$ cat src/rtl/cv32e40s_div_ctrl.sv
// cv32e40s_div_ctrl: issue-side controller for the EX-stage serial divider.
// Captures one DIV/DIVU/REM/REMU op, drives the divider, returns the result.
//
// Ports:
//   clk, rst              clock, synchronous active-high reset
//   ex_*                  op request from EX (valid/ready, operator, operands)
//   halt_i, kill_i        freeze / abort from the controller
//   div_*_o               operator, operands and handshakes toward the divider
//   div_*_i               divider handshakes and result
//   wb_*                  result toward writeback (valid/ready)
//
// Operator encoding: 0=DIV 1=DIVU 2=REM 3=REMU.
// Build option: CV32E40S_DIV_CTRL_RESULT_BUF_EN adds a one-entry result
// buffer and a RESULT state, so the divider is released as soon as it
// finishes. Undefined, the result is passed straight through.

module cv32e40s_div_ctrl (
  input  logic        clk,
  input  logic        rst,
  input  logic        ex_valid_i,
  output logic        ex_ready_o,
  input  logic [1:0]  ex_operator_i,
  input  logic [31:0] ex_op_a_i,
  input  logic [31:0] ex_op_b_i,
  input  logic        ex_data_ind_timing_i,
  input  logic        halt_i,
  input  logic        kill_i,
  output logic        div_valid_o,
  output logic [1:0]  div_operator_o,
  output logic [31:0] div_op_a_o,
  output logic [31:0] div_op_b_o,
  output logic        div_data_ind_timing_o,
  output logic        div_halt_o,
  output logic        div_kill_o,
  input  logic        div_ready_i,
  input  logic        div_valid_i,
  output logic        div_ready_o,
  input  logic [31:0] div_result_i,
  output logic        wb_valid_o,
  input  logic        wb_ready_i,
  output logic [31:0] wb_result_o
);

`ifdef CV32E40S_DIV_CTRL_RESULT_BUF_EN
  typedef enum logic [1:0] {
    IDLE   = 2'd0,
    BUSY   = 2'd1,
    RESULT = 2'd2
  } state_e;
`else
  typedef enum logic [0:0] {
    IDLE = 1'b0,
    BUSY = 1'b1
  } state_e;
`endif

  state_e      state_q;
  state_e      state_d;
  logic [1:0]  op_q;
  logic [31:0] a_q;
  logic [31:0] b_q;
  logic        dit_q;
  logic        accept;
  logic        xfer;
  logic        unused_div_ready;

  // The divider's input-side ready is not needed: the operands are held
  // in this block's register for the whole operation.
  assign unused_div_ready = div_ready_i;

  assign accept = ex_valid_i & ex_ready_o;
  assign xfer   = div_valid_i & div_ready_o;

  assign div_operator_o        = op_q;
  assign div_op_a_o            = a_q;
  assign div_op_b_o            = b_q;
  assign div_data_ind_timing_o = dit_q;
  assign div_halt_o            = halt_i;
  assign div_kill_o            = kill_i;

`ifdef CV32E40S_DIV_CTRL_RESULT_BUF_EN
  logic [31:0] res_q;

  always_ff @(posedge clk) begin
    if (rst) begin
      res_q <= '0;
    end else if (xfer && !kill_i) begin
      res_q <= div_result_i;
    end
  end
`endif

  always_ff @(posedge clk) begin
    if (rst) begin
      state_q <= IDLE;
      op_q    <= '0;
      a_q     <= '0;
      b_q     <= '0;
      dit_q   <= 1'b0;
    end else begin
      state_q <= state_d;
      if (accept) begin
        op_q  <= ex_operator_i;
        a_q   <= ex_op_a_i;
        b_q   <= ex_op_b_i;
        dit_q <= ex_data_ind_timing_i;
      end
    end
  end

  always_comb begin
    state_d     = state_q;
    ex_ready_o  = 1'b0;
    div_valid_o = 1'b0;
    div_ready_o = 1'b0;
    wb_valid_o  = 1'b0;
    wb_result_o = '0;
    unique case (state_q)
      IDLE: begin
        ex_ready_o = !halt_i && !kill_i;
        if (ex_valid_i && !halt_i && !kill_i) begin
          state_d = BUSY;
        end
      end
      BUSY: begin
        // Valid stays up across halt; only kill drops it.
        div_valid_o = !kill_i;
`ifdef CV32E40S_DIV_CTRL_RESULT_BUF_EN
        div_ready_o = !halt_i;
        if (div_valid_i && !halt_i) begin
          state_d = RESULT;
        end
`else
        div_ready_o = wb_ready_i && !halt_i;
        wb_valid_o  = div_valid_i && !halt_i && !kill_i;
        wb_result_o = div_result_i;
        ex_ready_o  = div_valid_i && wb_ready_i &&
                      !halt_i && !kill_i;
        if (div_valid_i && wb_ready_i && !halt_i) begin
          state_d = (ex_valid_i && !kill_i) ? BUSY : IDLE;
        end
`endif
      end
`ifdef CV32E40S_DIV_CTRL_RESULT_BUF_EN
      RESULT: begin
        wb_valid_o  = !halt_i && !kill_i;
        wb_result_o = res_q;
        ex_ready_o  = wb_ready_i && !halt_i && !kill_i;
        if (wb_ready_i && !halt_i) begin
          state_d = (ex_valid_i && !kill_i) ? BUSY : IDLE;
        end
      end
`endif
      default: begin
        state_d = IDLE;
      end
    endcase
    // Kill overrides halt and every handshake.
    if (kill_i) begin
      state_d = IDLE;
    end
  end

endmodule

$ cat config.mk
export PLATFORM = sky130hd
export DESIGN_NAME = cv32e40s_div_ctrl
export DESIGN_NICKNAME = d
export VERILOG_FILES = /design/src/rtl/cv32e40s_div_ctrl.sv
export SDC_FILE = /design/constraint.sdc
export NUM_CORES = 1
export LEC_CHECK = 0
export CORE_UTILIZATION = 40
export DETAILED_ROUTE_END_ITERATION = 6
export MAX_ROUTING_LAYER = met4
export PLACE_DENSITY = 0.87
export SYNTH_ARGS = -nofsm -noshare
export SYNTH_HDL_FRONTEND = slang
export SYNTH_SLANG_ARGS = --single-unit
$ cat constraint.sdc
create_clock -name clk -period 3.5 [get_ports clk]
set_input_delay 1.05 -clock clk [delete_from_list [all_inputs] [get_ports clk]]
set_output_delay 1.05 -clock clk [all_outputs]
set_load 0.02 [all_outputs]
==> flow_metrics.tcl, run 1 <==
set metrics [dict create \
    hold_start "div_op_a_o[31]" \
    grt_pass1_wl_mm 14.1 \
    max-clock-path-buffers 2 \
    wl_per_cell_um 14.0 \
    cts_tree "built" \
    drtAntennaViolNets 0 \
    holdWs_ps 473 \
    drtIter0Drc 91 \
    r2r_start "state_q" \
    peakVddDrop_uv 243 \
    setup_ws_ps 149 \
    cts_buffers 9 \
    area_growth_pct 71.6 \
    num_vias 2965 \
    whs_endpoint "div_op_a_o[31]" \
    fin_worst_skew_ps 9.92 \
    synth_cells 340 \
    track_usage_pct 21.3 \
    worstSetupStartpoint "div_result_i[8]" \
    hold_buffers 0 \
    place_ws_ps 9.83 \
    p_leak_nw 2.10 \
    core_um2 7890 \
    rsz0062_at_grt "no" \
    reg2reg_slack_ps 1610 \
    num-fill-cells 609 \
    crit_path_start_kind "input pin" \
    die_x_um 93.1 \
    drcViolationCount 0 \
    worstMarginPinSlew_ps 487 \
    fin_nets 647 \
    synth_cell_type_count 17 \
    grt_overflow 0 \
    finalCritPeriodShare_pct 95.7 \
    antenna_cells 0 \
    fmax_mhz 298 \
    io_pins 212 \
    dp_hpwl_mm 6.80 \
    die_h_um 93.1 \
    h-tree-depth 3 \
    syn-cell-area_um2 3320 \
    grt_pass1_vias 2959 \
    finalPower_mw 1.93 \
    slew_violations 0 \
    post-route-min-period_ps 3350 \
    gp_congestion 0.740 \
    rows 32 \
    status "finished, final reports clean" \
    initial_core_util_pct 42.1 \
    criticalPathCategory "in2out" \
    ys_ff_latch 68 \
    r2r_end "div_op_b_o[31]" \
    drive_gt1_share_pct 4.59 \
    slew_headroom_pct 67.6 \
    critPathArrivalTime_ps 2300 \
    synth_seq_area_share_pct 41.0 \
    hold_path_depth 2 \
    end_kind "output pin" \
    viasPerCell 4.58 \
    clock_sinks 68 \
    stdcell_count 647 \
    p_per_area_nw_per_um2 338 \
    clkTransAtPathRegs_ps 70 \
    finalSetupViolCount 0 \
    maxCapViolCount 0 \
    synth_nets 447 \
    die_area_um2 8670 \
    ys_warn_count 0 \
    worst-path-max-fanout 1 \
    place_inst 631 \
    hp-class "reg2reg" \
    synth.avg_cell_area_um2 9.77 \
    fin_setup_tns_ps 0 \
    r2r_cells 5 \
    antenna_found_initial 0 \
    required_ps 2450 \
    hold_viol_final 0 \
    numPortBuffers 210 \
    wirelength_mm 9.08 \
    grt_max_degree 68 \
    clk_latency_ps 340 \
    postCtsSetupRepairBufs 0 \
    drtPass1Iterations 4 \
    clockRootBuffer "clkbuf_8" \
]
-- worst max-delay path by stage --
stage,endpoint,cells after the start
after floorplan,ex_ready_o,2
after global placement,div_ready_o,3
after detailed placement,div_ready_o,3
after CTS,div_ready_o,3
after global routing,div_halt_o,2
final,wb_result_o[8],3
-- per-layer routing --
layer	share of wire, %	up-vias	global-route usage [%]	routed length, um
li1	-	1479	-	-
met1	41	1340	24.0	3760
met2	50	129	36.4	4500
met3	7.1	17	5.53	648
met4	1.9	0	7.69	176
met5	0	-	-	0
-- state kept, by name (all words and copies together) (netlist names) --
signal	count
div_op_b_o	32
state_q	1
div_op_a_o	32
div_data_ind_timing_o	1
div_operator_o	2
-- cell families (layout without fill, tap and decap cells) --
family	after synthesis	after routing	synth area share, %
simple gates	175	175	33.4
compound gates	2	2	0.377
flops	68	68	41.0
buf+inv	28	233	5.01
mux	67	67	20.2
-- power by group --
group	switching (mW)	internal [mW]
logic	0.138	0.227
clock network	0.303	0.443
registers	0.0150	0.801
total	0.455	1.47
-- cell usage in the layout (no fill, tap or decap), types with 3 or more instances in the layout --
master / n
dlymetal6s2s_1: 3
clkbuf_8: 11
and2_1: 32
nand2b_1: 134
clkdlybuf4s50_1: 206
dfxtp_1: 68
buf_4: 5
mux2i_1: 67
nor3_1: 3
-- synthesized netlist by cell type --
cell type    n  area, um2
nand2b_1   134        838
a21oi_1      1       5.00
nor3_1       3       15.0
dfxtp_1     68       1360
buf_4        5       37.5
nand2_1      1       3.75
nor2b_1      2       12.5
and3b_1      1       8.76
buf_2        1       5.00
a21boi_1     1       7.51
buf_8        3       45.0
mux2i_1     67        671
buf_6        1       11.3
nand3b_1     1       7.51
clkbuf_1    18       67.6
nor4b_4      1       23.8
and2_1      32        200
-- what timing repair did --
| action | CTS | global route |
|---|---|---|
| setup endpoints to repair | 0 | 3 |
| endpoints found under the hold margin | 0 | 0 |
| resized for setup | 0 | 3 |
-- stage by stage --
| stage | area [um2] | utilization, % |
|---|---|---|
| floorplan | 3320 | - |
| global placement | 5460 | 69.2 |
| detailed placement | 5460 | 69.2 |
| CTS | 5690 | 72.1 |
| global route | 5700 | 72.2 |
| finish | 5700 | 72.2 |
-- worst max-delay path, stage by stage --
cell and delay, ps:
clkdlybuf4s50_1 490, and2_1 130, clkdlybuf4s50_1 630
-- layout make-up --
cell class | instances | area, um2 | area share [%]
timing repair buffer | 217 | 2180 | 38.3
multi-input combinational | 244 | 1790 | 31.5
sequential | 68 | 1360 | 23.9
clock buffer | 11 | 151 | 2.66
tap | 102 | 128 | 2.24
clock inverter | 5 | 82.6 | 1.45
Power figures use the tool's default switching activity.
==> inputs of run 2 (changes only) <==
Settings changed: SLEW_MARGIN set to 20.
==> results of run 2 <==
No change in the layout: final DEF, timing and power equal those of run 1.
